`config.mk`:
```
export PLATFORM = sky130hd
export DESIGN_NAME = gpc15_3_acc
export DESIGN_NICKNAME = d
export VERILOG_FILES = /design/src/rtl/gpc_pkg.sv /design/src/rtl/gpc15_3.sv /design/src/rtl/gpc15_3_acc.sv
export SDC_FILE = /design/constraint.sdc
export NUM_CORES = 1
export LEC_CHECK = 0
export ABC_AREA = 1
export CAP_MARGIN = 20
export CORE_ASPECT_RATIO = 1.4
export CORE_MARGIN = 8
export CORE_UTILIZATION = 40
export DETAILED_ROUTE_END_ITERATION = 10
export GPL_TIMING_DRIVEN = 0
export PLACE_DENSITY = 0.69
export SLEW_MARGIN = 40
export SYNTH_ARGS = -nofsm -noshare
export SYNTH_HDL_FRONTEND = slang
export SYNTH_SLANG_ARGS = --single-unit
export TNS_END_PERCENT = 30
```
`constraint.sdc`:
```
create_clock -name clk -period 1.62 [get_ports clk]
set_input_delay 0.324 -clock clk [delete_from_list [all_inputs] [get_ports clk]]
set_output_delay 0.324 -clock clk [all_outputs]
set_load 0.05 [all_outputs]
```
`src/rtl/gpc_pkg.sv`:
```
// Shared definitions for the 15:3 generalized parallel counter and its frame accumulator.
// Holds the compressor port widths and the output-buffer FSM state encoding.
package gpc_pkg;

   localparam int GPC_SRC0_W = 5;
   localparam int GPC_SRC1_W = 1;
   localparam int GPC_DST_W  = 3;

   typedef enum logic {
      EMPTY = 1'b0,
      FULL  = 1'b1
   } out_state_t;

endpackage

```
`src/rtl/gpc15_3.sv`:
```
// (1,5):3 generalized parallel counter: five weight-1 bits and one weight-2 bit
// compress into a 3-bit binary count, dst = popcount(src0) + 2*src1.
module gpc15_3
   import gpc_pkg::*;
(
   input  logic [GPC_SRC0_W-1:0] src0,
   input  logic [GPC_SRC1_W-1:0] src1,
   output logic [GPC_DST_W-1:0]  dst
);

   // Maximum is 5 + 2 = 7, so the 3-bit result never wraps.
   assign dst = {2'b00, src0[0]} + {2'b00, src0[1]} + {2'b00, src0[2]}
              + {2'b00, src0[3]} + {2'b00, src0[4]} + {1'b0, src1, 1'b0};

endmodule

```
`src/rtl/gpc15_3_acc.sv`:
```
// Streaming frame accumulator: each beat is compressed by gpc15_3, registered in S1,
// then summed per frame in S2 with saturation; results sit in a one-deep output buffer.
module gpc15_3_acc
   import gpc_pkg::*;
#(
   parameter int ACC_W = 16,
   parameter int CNT_W = 8
) (
   input  logic                  clk,
   input  logic                  rst_n,
   input  logic                  in_valid,
   output logic                  in_ready,
   input  logic [GPC_SRC0_W-1:0] in_src0,
   input  logic [GPC_SRC1_W-1:0] in_src1,
   input  logic                  in_last,
   output logic                  out_valid,
   input  logic                  out_ready,
   output logic [ACC_W-1:0]      out_sum,
   output logic [CNT_W-1:0]      out_beats,
   output logic                  out_ovf
);

   logic [GPC_DST_W-1:0] beat_dst;

   logic                 s1_valid;
   logic                 s1_last;
   logic [GPC_DST_W-1:0] s1_dst;

   logic [ACC_W-1:0]     acc;
   logic [CNT_W-1:0]     cnt;
   logic                 ovf;

   out_state_t           state;
   out_state_t           state_next;

   logic                 s1_retire;
   logic                 last_retire;
   logic                 accept;
   logic [ACC_W:0]       acc_sum;
   logic [ACC_W-1:0]     sat_sum;
   logic [CNT_W-1:0]     cnt_inc;
   logic                 ovf_next;

   gpc15_3 u_gpc (
      .src0 (in_src0),
      .src1 (in_src1),
      .dst  (beat_dst)
   );

   // A last beat cannot retire into a full buffer that nobody is draining;
   // non-last beats only touch the accumulator and always retire.
   assign s1_retire   = s1_valid && !(s1_last && out_valid && !out_ready);
   assign last_retire = s1_retire && s1_last;
   assign in_ready    = !s1_valid || s1_retire;
   assign accept      = in_valid && in_ready;

   // One spare carry bit detects the overflow that forces saturation.
   assign acc_sum  = {1'b0, acc} + {{(ACC_W-GPC_DST_W+1){1'b0}}, s1_dst};
   assign sat_sum  = acc_sum[ACC_W] ? {ACC_W{1'b1}} : acc_sum[ACC_W-1:0];
   assign cnt_inc  = (cnt == {CNT_W{1'b1}}) ? cnt : cnt + CNT_W'(1);
   assign ovf_next = ovf || acc_sum[ACC_W];

   // NOTE: sequential state uses non-blocking assignments so every register
   // samples the pre-edge values of the others, independent of block order.
   always_ff @(posedge clk or negedge rst_n) begin
      if (!rst_n) begin
         s1_valid <= 1'b0;
         s1_last  <= 1'b0;
         s1_dst   <= '0;
      end else if (accept) begin
         s1_valid <= 1'b1;
         s1_last  <= in_last;
         s1_dst   <= beat_dst;
      end else if (s1_retire) begin
         s1_valid <= 1'b0;
      end
   end

   always_ff @(posedge clk or negedge rst_n) begin
      if (!rst_n) begin
         acc <= '0;
         cnt <= '0;
         ovf <= 1'b0;
      end else if (last_retire) begin
         acc <= '0;
         cnt <= '0;
         ovf <= 1'b0;
      end else if (s1_retire) begin
         acc <= sat_sum;
         cnt <= cnt_inc;
         ovf <= ovf_next;
      end
   end

   // Result registers only load on a last-beat retire, so they hold steady
   // for as long as the consumer stalls.
   always_ff @(posedge clk or negedge rst_n) begin
      if (!rst_n) begin
         out_sum   <= '0;
         out_beats <= '0;
         out_ovf   <= 1'b0;
      end else if (last_retire) begin
         out_sum   <= sat_sum;
         out_beats <= cnt_inc;
         out_ovf   <= ovf_next;
      end
   end

   always_ff @(posedge clk or negedge rst_n) begin
      if (!rst_n) state <= EMPTY;
      else        state <= state_next;
   end

   // NOTE: the default assignment up front keeps this block free of latches
   // on any path that does not explicitly set state_next.
   always_comb begin
      state_next = state;
      case (state)
         EMPTY: if (last_retire) state_next = FULL;
         FULL:  if (out_ready && !last_retire) state_next = EMPTY;
         default: state_next = EMPTY;
      endcase
   end

   always_comb begin
      out_valid = (state == FULL);
   end

endmodule

```
### Yosys cells after proc, flatten, opt, wreduce, memory -nomap -nowiden

Cells that the tools add are included.

| word-level totals | value |
|---|---|
| flip-flop bits (word level) | 56 |
| logic and storage cells | 46 |
| output and inout port bits | 27 |
| input bits | 11 |

| cells by class | value |
|---|---|
| equality and inequality tests | 1 |
| add/sub/neg operators | 7 |
| reductions and logical operators | 14 |
| muxes and demuxes | 13 |
| bitwise logic cells | 1 |

Operators by type and width:

| kind | count |
|---|---|
| $mux W16 | 3 |
| $mux W8 | 3 |
| $add A16 B3 Y17 | 1 |
| $add A3 B1 Y3 | 3 |
| $add A8 B1 Y8 const B | 1 |
| $eq A8 B8 Y1 const B | 1 |
| $logic_and A1 B1 Y1 | 6 |
| $mux W1 | 6 |
| $logic_not A1 Y1 | 4 |
| $reduce_bool A2 Y1 | 2 |
| $add A3 B2 Y3 | 1 |
| $add A1 B1 Y2 | 1 |
| $logic_or A1 B1 Y1 | 2 |
| $pmux W1 S2 | 1 |
| $not A1 Y1 | 1 |

### Logic depth before layout (Yosys ltp)

Gate-level depths: netlist of run 1.

| depth | value |
|---|---|
| depth in word-level cells | 9 |
| mapped depth | 10 |
| depth with buffers taken out | 10 |

### Modules after synthesis

Synthesis of run 1 repeated with hierarchy kept, for this count alone.

| unflattened totals | value |
|---|---|
| cell total of the unflattened synthesis | 360 |
| area, all modules | 2880.3 sq um |

Modules (own cells, without submodules):

| module | sequential area each (sq um) | area each (sq um) | times used | cells each |
|---|---|---|---|---|
| gpc15_3_acc | 1401.3 | 2820.2 | 1 | 357 |
| gpc15_3 | 0.0 | 60.1 | 1 | 3 |

### Worst setup path before layout of run 1

Ideal clock, no wire load.

| timing path | value |
|---|---|
| path type | register to register |
| start point | reg state (netlist: out_valid) |
| end point | reg s1_dst[0] |
| library setup time | 0.117 ns |
| cell stages (with the launch flop) | 6 |
| data required time | 1.503 ns |
| path buffers | 0 |
| period minus slack after synthesis | 2.031 ns |
| setup slack | -0.411 ns |
| data arrival time | 1.913 ns |
| cell sequence | dfrtp_1 nand4_1 nand2_1 inv_1 nand2_1 nand2_1 |

| on the way | value |
|---|---|
| cells in the longest elaborated chain, start to end | 6 |

Ends and longest elaborated chain:

| element | RTL line | text |
|---|---|---|
| start, declared | gpc15_3_acc.sv:33 | `out_state_t state;` |
| start signal, assigned | gpc15_3_acc.sv:111 | `else state <= state_next;` |
| $logic_and A1 B1 Y1 (2 in series) | gpc15_3_acc.sv:52 | `assign s1_retire = s1_valid && !(s1_last && out_valid && !out_ready);` |
| $logic_not A1 Y1 | gpc15_3_acc.sv:52 |  |
| $logic_and A1 B1 Y1 | gpc15_3_acc.sv:52 |  |
| $logic_or A1 B1 Y1 | gpc15_3_acc.sv:54 | `assign in_ready = !s1_valid \|\| s1_retire;` |
| net in_ready | gpc15_3_acc.sv:12 | `output logic in_ready,` |
| $logic_and A1 B1 Y1 | gpc15_3_acc.sv:55 | `assign accept = in_valid && in_ready;` |
| end signal, assigned | gpc15_3_acc.sv:73 | `s1_dst <= beat_dst;` |
| end, declared | gpc15_3_acc.sv:27 | `logic [GPC_DST_W-1:0] s1_dst;` |

The timed path passes the listed nets, and every way through them passes these cells.
A chain may end at the register's enable or synchronous reset.

### Worst setup path after layout of run 1

| timing path | value |
|---|---|
| start point | reg s1_dst[0] |
| end point | reg acc[4] |

| on the way | value |
|---|---|
| cells in the longest elaborated chain, start to end | 4 |

Ends and longest elaborated chain:

| element | RTL line | text |
|---|---|---|
| $add A16 B3 Y17 | gpc15_3_acc.sv:58 | `assign acc_sum = {1'b0, acc} + {{(ACC_W-GPC_DST_W+1){1'b0}}, s1_dst};` |
| $mux W16 | gpc15_3_acc.sv:59 | `assign sat_sum = acc_sum[ACC_W] ? {ACC_W{1'b1}} : acc_sum[ACC_W-1:0];` |
| $mux W16 | gpc15_3_acc.sv:88 | `end else if (s1_retire) begin` |
| $mux W16 | gpc15_3_acc.sv:84 | `end else if (last_retire) begin` |
| end signal, assigned | gpc15_3_acc.sv:89 | `acc <= sat_sum;` |
| end, declared | gpc15_3_acc.sv:29 | `logic [ACC_W-1:0] acc;` |

No other way between the ends. The select of a mux whose other input is x is not followed.

==> results of run 1 <==
==> cells by family (layout without fill, tap and decap cells) <==
family                   after synthesis  after routing
AND/OR/NAND/NOR                      229            229
flip-flops                            56             56
buffers and inverters                 54            103
AO/OA/AOI/OAI                         30             30
adder cells (fa/ha/maj)               10             10
XOR/XNOR                               7              7
==> final timing paths <==
check	from	to	slack, ns	depth (start not counted)
min in group clk	out_sum[8]$_DFFE_PN0P_	out_sum[8]$_DFFE_PN0P_	0.48	2
max in group asynchronous	rst_n	s1_last$_DFFE_PN0P_	0.73	3
setup / recovery	s1_dst[0]$_DFFE_PN0P_	acc[4]$_DFFE_PN0P_	-0.16	8
setup reg to reg	s1_dst[0]$_DFFE_PN0P_	acc[4]$_DFFE_PN0P_	-0.16	8
hold reg to reg	out_sum[8]$_DFFE_PN0P_	out_sum[8]$_DFFE_PN0P_	0.48	2
hold / removal	rst_n	out_beats[0]$_DFFE_PN0P_	0.41	2
==> layout make-up <==
| class | count | share of cell area, % |
|---|---|---|
| well taps | 97 | 3.24 |
| multi-input cells | 276 | 39.5 |
| flip-flops and latches | 56 | 37.5 |
| plain buffers | 9 | 1.94 |
| clock buffers | 6 | 2.21 |
| clock inverters | 2 | 0.401 |
| repair buffers | 41 | 10.7 |
| inverters | 45 | 4.58 |
==> repair_timing <==
item,in CTS,in global routing
endpoints found under the setup margin,64,42
buffers inserted,1,0
hold endpoints to repair,13,0
hold buffers,1,0
cloned,0,1
resized for setup,60,13
pin swaps,11,7
==> state kept, by name (all words and copies together), names as in the netlist <==
register   count
acc           16
out_sum       16
cnt            8
out_beats      8
s1_dst         3
out_ovf        1
out_valid      1
ovf            1
s1_last        1
s1_valid       1
==> cells in the final DEF, fill, tap and decap left out, drive strengths merged, types with 5 or more instances in the layout <==
master and count:
clkbuf 7, ha 7, clkdlybuf4s50 5, inv 45
o21ai 27, nor2 19, nand2 179, buf 14
nand3 24, dlygate4sd2 27, dfrtp 56, xor2 7
==> worst max-delay path, delay by kind of cell (launching register included) <==
kind,cells,cell delay [ns]
XOR/XNOR,1,0.13
AO/OA/AOI/OAI,2,0.15
adder cells (fa/ha/maj),2,0.59
flip-flops,1,0.40
AND/OR/NAND/NOR,2,0.24
buffers and inverters,1,0.15
==> metrics by stage <==
stage	instance area (um2)	TNS [ns]	hold WS, ns	utilization [%]	setup slack (ns)
floorplan	3020	-0.935	0.0284	-	-0.322
global placement	3520	-95.90	0.460	48.1	-1.73
finish	3740	-3.44	0.405	51.2	-0.163
global route	3740	-6.40	0.419	51.2	-0.232
detailed placement	3530	-11.12	0.192	48.3	-0.846
CTS	3680	-3.85	0.405	50.3	-0.197
==> power groups by stage <==
stage               sequential [mW]  combinational [mW]  clock, mW
global route                   1.77                1.44      0.904
finish                         1.74                1.30      0.817
global placement               1.76                1.24          0
detailed placement             1.76                1.27          0
floorplan                      2.04               0.574          0
CTS                            1.74                1.28      0.847
==> layer usage <==
layer / share of wire [%] / vias up / track usage, %
met4: 2.2 / 0 / 6.37
met2: 50 / 49 / 22.9
met3: 4.5 / 10 / 3.40
met1: 44 / 1168 / 16.4
li1: - / 1288 / -
met5: 0 / - / 0
==> impl_metrics.toml, run 1 <==
[synth]
synth_edf_count = 0
yosys_warnings = 0
post_synth_num_cell_types = 26
syn_avg_cell_area_um2 = 7.74
synth.area.top_cells = "dfrtp_1 47%, nand2_1 22%, inv_1 5.3%"
synth_seq_cells = 56
async_reset_ff_share_pct = 100
synthCells = 386
synthTopCellsByCount = "177 x nand2_1, 56 x dfrtp_1, 42 x inv_1"
ys_seq_area_share_pct = 46.9
synthFlopType = "dfrtp_1"
synth.most_common_cell = "nand2_1"
syn-cell-area_um2 = 2990
synth.top_cell.area_share_pct = 46.9
synth_adder_area_share_pct = 4.94
yosysTopAreaCell = "dfrtp_1"
synth_top_family_by_area = "simple AND/OR/NAND/NOR gates"
synthMuxAreaShare_pct = 0
synthSimpleGateAreaFrac_pct = 32.0
synth_nets = 407
synth_xor_area_share_pct = 2.05
synth_compound_area_share_pct = 6.03

[floorplan]
fp.dieW_um = 89.0
io_pins = 38
dieArea_um2 = 10500
rows = 37
fp.dieH_um = 118
core_area_um2 = 7310
start_util_pct = 40.8

[global_routing]
antenna_found_initial = 0
grt_pass1_vias = 2490
grt_pass1_wl_mm = 11.6
grt-ovfl-total = 0
grt_max_degree = 44
track_usage_pct = 13.9

[routing]
first_iter_violations = 118
drt_first_pass_iters = 4
route.vias.total = 2515
wl_per_cell_um = 12.8
drc = 0
viasPerCell = 4.73
ant_nets = 0
routed_wl_mm = 6.82

[sta]
max_freq_ghz = 0.561
drv_slew = 0
period_minus_slack_ns = 1.78
setup_viol = 35
timing.final.crit_share_pct = 110
slew_headroom_pct = 65.9
worst_slack_ns = -0.163
rsz0062_at_grt = "true"
finClkSkew_ns = 0.00962
hold_viol = 0
tightestPinTransition_ns = 0.513

[flow_run]
maxCapViolations = 0

[run_status]
violations = "negative setup slack"
status = "finished with violations"

[finish]
nFillCells = 754
area_growth_syn_to_layout_pct = 25.4
final_layout_size_suffix_gt1_share_pct = 16.6
fin_nets = 455
num_antenna_cells = 0
seq_area_um2 = 1400
final_cell_count_no_fill = 532
multiInputGateArea_um2 = 1480

[power_and_ir_drop]
seqPwrFrac_pct = 45.1
peakVddDrop_v = 0.000598
comb_power_share_pct = 33.7
internal-power_mw = 2.37
swShare_pct = 38.6
power_density_nw_per_um2 = 1030
leakage_nw = 2.05
clkPwrFrac_pct = 21.2
power_mw = 3.86
power_switching_mw = 1.49

[setup_path]
worstPathArrival_ns = 2.00
max_stage_delay_ns = 0.40
path_cells = "ha_2, fa_2, nand2_4, a21oi_4, buf_4, xor2_1, nor2_1, o21ai_1"
start_kind = "flop"
endpoint_kind = "flop"
cp_max_fo = 3
critPathRequiredTime_ns = 1.84
cpMaxStageDelayCell = "dfrtp_1"
crit_type = "flop to flop"

[placed_design]
dp.cells = 521
place.gp.congestion = 0.837
post-dp-hpwl_mm = 5.02
port_buffers = 37

[clock_network]
clk_latency_ns = 0.32
clockBufferDepth = 2
clk_pin_slew_ns = 0.10
numCtsBuffers = 5
htreeDepth = 2
cts_tree = "built"
cts_sinks = 56
cts-root-buf = "clkbuf_8"

[worst_hold_path]
hp-class = "input pin to asynchronous set/reset pin"
Note: power is estimated with default switching activity, not from simulation.
==> run 2, diff against run 1 <==
- CORE_UTILIZATION: 40 -> 29
- PLACE_DENSITY: 0.69 -> 0.55
- TNS_END_PERCENT: 30 -> default
==> run 2 against run 1 <==
Against the previous run:
- worst hold slack better by 0.059 ns
- clock power is 58% higher
- critical path type unchanged
- global-route usage is 2.5 points lower
- non-clock buffer count is 10 higher
- fmax is 0.20% lower
- the run still ends with negative setup slack left
- sequential share of layout area is 3.3 points lower
- final cell count is 9.6% higher
- sequential cell count stayed put
- worst setup slack worse by 0.0036 ns
- count of clock-buffer cells in the layout stayed put
- utilization is 11 points lower
==> impl_metrics.toml, run 2 (same netlist as run 1, synthesis figures left out) <==
[setup_path]
path_cells = "ha_4, fa_2, nand2_4, a21oi_4, buf_6, nand3_4, nor2_4, nor2_2, o21ai_1"
start_kind = "flop"
cp_max_fo = 3
cpMaxStageDelayCell = "dfrtp_1"
critPathRequiredTime_ns = 1.80
worstPathArrival_ns = 1.97
endpoint_kind = "flop"
crit_type = "flop to flop"
max_stage_delay_ns = 0.42

[sta]
hold_viol = 0
finClkSkew_ns = 0.00690
rsz0062_at_grt = "true"
tightestPinTransition_ns = 0.501
slew_headroom_pct = 66.7
timing.final.crit_share_pct = 110
setup-tns-final_ns = -3.82
drv_slew = 0
period_minus_slack_ns = 1.79
hold_ws_ns = 0.464
max_freq_ghz = 0.560
worst_slack_ns = -0.166
setup_viol = 36

[clock_network]
cts_sinks = 56
clockBufferDepth = 2
htreeDepth = 2
numCtsBuffers = 5
clk_pin_slew_ns = 0.07
cts_tree = "built"
cts-root-buf = "clkbuf_16"
clk_latency_ns = 0.30

[worst_hold_path]
hp-class = "input pin to asynchronous set/reset pin"

[finish]
most-common-layout-cells = "158 x nand2_1, 54 x dfrtp_1, 40 x inv_1"
multiInputGateArea_um2 = 1620
fin_nets = 465
seq_area_um2 = 1400
num_antenna_cells = 0
final_layout_size_suffix_gt1_share_pct = 22.5
final_area_um2 = 4110
area_growth_syn_to_layout_pct = 37.7
reg_top3 = "acc (16), out_sum (16)"
final_common_cell = "nand2_1"
nFillCells = 1027

[routing]
routed_wl_mm = 7.51
route.vias.total = 2596
drc = 0
wl_per_cell_um = 12.9
first_iter_violations = 114
ant_nets = 0
drt_first_pass_iters = 4
viasPerCell = 4.45

[floorplan]
rows = 44
start_util_pct = 29.3
core_area_um2 = 10200
fp.dieW_um = 102
fp.dieH_um = 136
dieArea_um2 = 13800
io_pins = 38

[power_and_ir_drop]
peakVddDrop_v = 0.000497
power_density_nw_per_um2 = 1100
leakage_nw = 2.19
power_mw = 4.52

[placed_design]
place.gp.congestion = 0.822
port_buffers = 37
place_area_um2 = 3580
place_ws_ns = -0.871
post-dp-hpwl_mm = 5.35

[run_status]
violations = "negative setup slack"
status = "finished with violations"

[global_routing]
grt-ovfl-total = 0
grt_pass1_wl_mm = 12.6
antenna_found_initial = 0
track_usage_pct = 11.4
grt_pass1_vias = 2679
grt_max_degree = 34

[flow_run]
maxCapViolations = 0
[run 2: cell types whose count changed in the layout (fill, tap and decap cells not counted), moves of 3 or more]
| cell | before | now |
|---|---|---|
| nor2_4 | 2 | 5 |
| buf_4 | 4 | 10 |
| o21ai_2 | 1 | 5 |
| nand3_4 | 2 | 8 |
| clkbuf_8 | 6 | 1 |
| nand2_2 | 11 | 17 |
| nand2_1 | 166 | 158 |
| buf_6 | 4 | 9 |
| nand3_1 | 15 | 10 |
| clkbuf_16 | 1 | 6 |
[run 2: where the power goes]
group / switching, mW / leakage (nW) / internal, mW
clock network: 0.514 / 0.0871 / 0.776
logic: 0.953 / 1.34 / 0.532
registers: 0.160 / 0.754 / 1.58
[run 2: per-stage QoR]
stage | instances | utilization, %
2_1_floorplan | 386 | -
3_3_place_gp | 561 | 35.0
3_5_place_dp | 562 | 35.2
4_1_cts | 578 | 39.2
5_1_grt | 583 | 40.4
6_report | 583 | 40.4
[run 2: repair_timing]
action / CTS / global route
gates resized for setup: 91 / 25
gates cloned: 1 / 0
endpoints found under the hold margin: 23 / 0
hold buffers: 1 / 0
pin swaps: 21 / 18
endpoints found under the setup margin: 64 / 53
setup buffers: 6 / 5
[run 2: path summary, 6_finish.rpt]
kind	startpoint	to	slack [ns]	depth (start not counted)
setup / recovery	s1_dst[0]$_DFFE_PN0P_	out_sum[4]$_DFFE_PN0P_	-0.17	9
max in group asynchronous	rst_n	s1_last$_DFFE_PN0P_	0.65	3
hold / removal	rst_n	out_beats[7]$_DFFE_PN0P_	0.46	2
hold reg to reg	out_sum[12]$_DFFE_PN0P_	out_sum[12]$_DFFE_PN0P_	0.47	2
setup reg to reg	s1_dst[0]$_DFFE_PN0P_	out_sum[4]$_DFFE_PN0P_	-0.17	9
min in group clk	out_sum[12]$_DFFE_PN0P_	out_sum[12]$_DFFE_PN0P_	0.47	2
[run 2: metal layers]
metal	wire [um]	track usage, %	vias to the layer above
met2	4090	21.2	36
met3	223	1.95	9
met1	3070	12.3	1242
li1	-	-	1309
met4	121	4.66	0
met5	0	0	-
[run 2: worst max-delay path, delay by kind of cell, from the launching register on]
kind | cells | cell delay [ns]
adder cells (fa/ha/maj) | 2 | 0.57
AND/OR/NAND/NOR | 4 | 0.40
flip-flops | 1 | 0.42
AO/OA/AOI/OAI | 2 | 0.14
buffers and inverters | 1 | 0.14
[run 2: area by class of cell]
cell class | count | share of cell area, %
Buffer | 9 | 1.77
Clock buffer | 6 | 3.38
Clock inverter | 2 | 0.943
Inverter | 45 | 4.17
Multi-Input combinational cell | 276 | 39.5
Sequential cell | 56 | 34.1
Tap cell | 138 | 4.20
Timing Repair Buffer | 51 | 11.9
==> run 3, diff against run 2 <==
- CTS_CLUSTER_SIZE: default -> 20
==> results of run 3 <==
No change in the layout: final DEF, timing and power equal those of run 2.
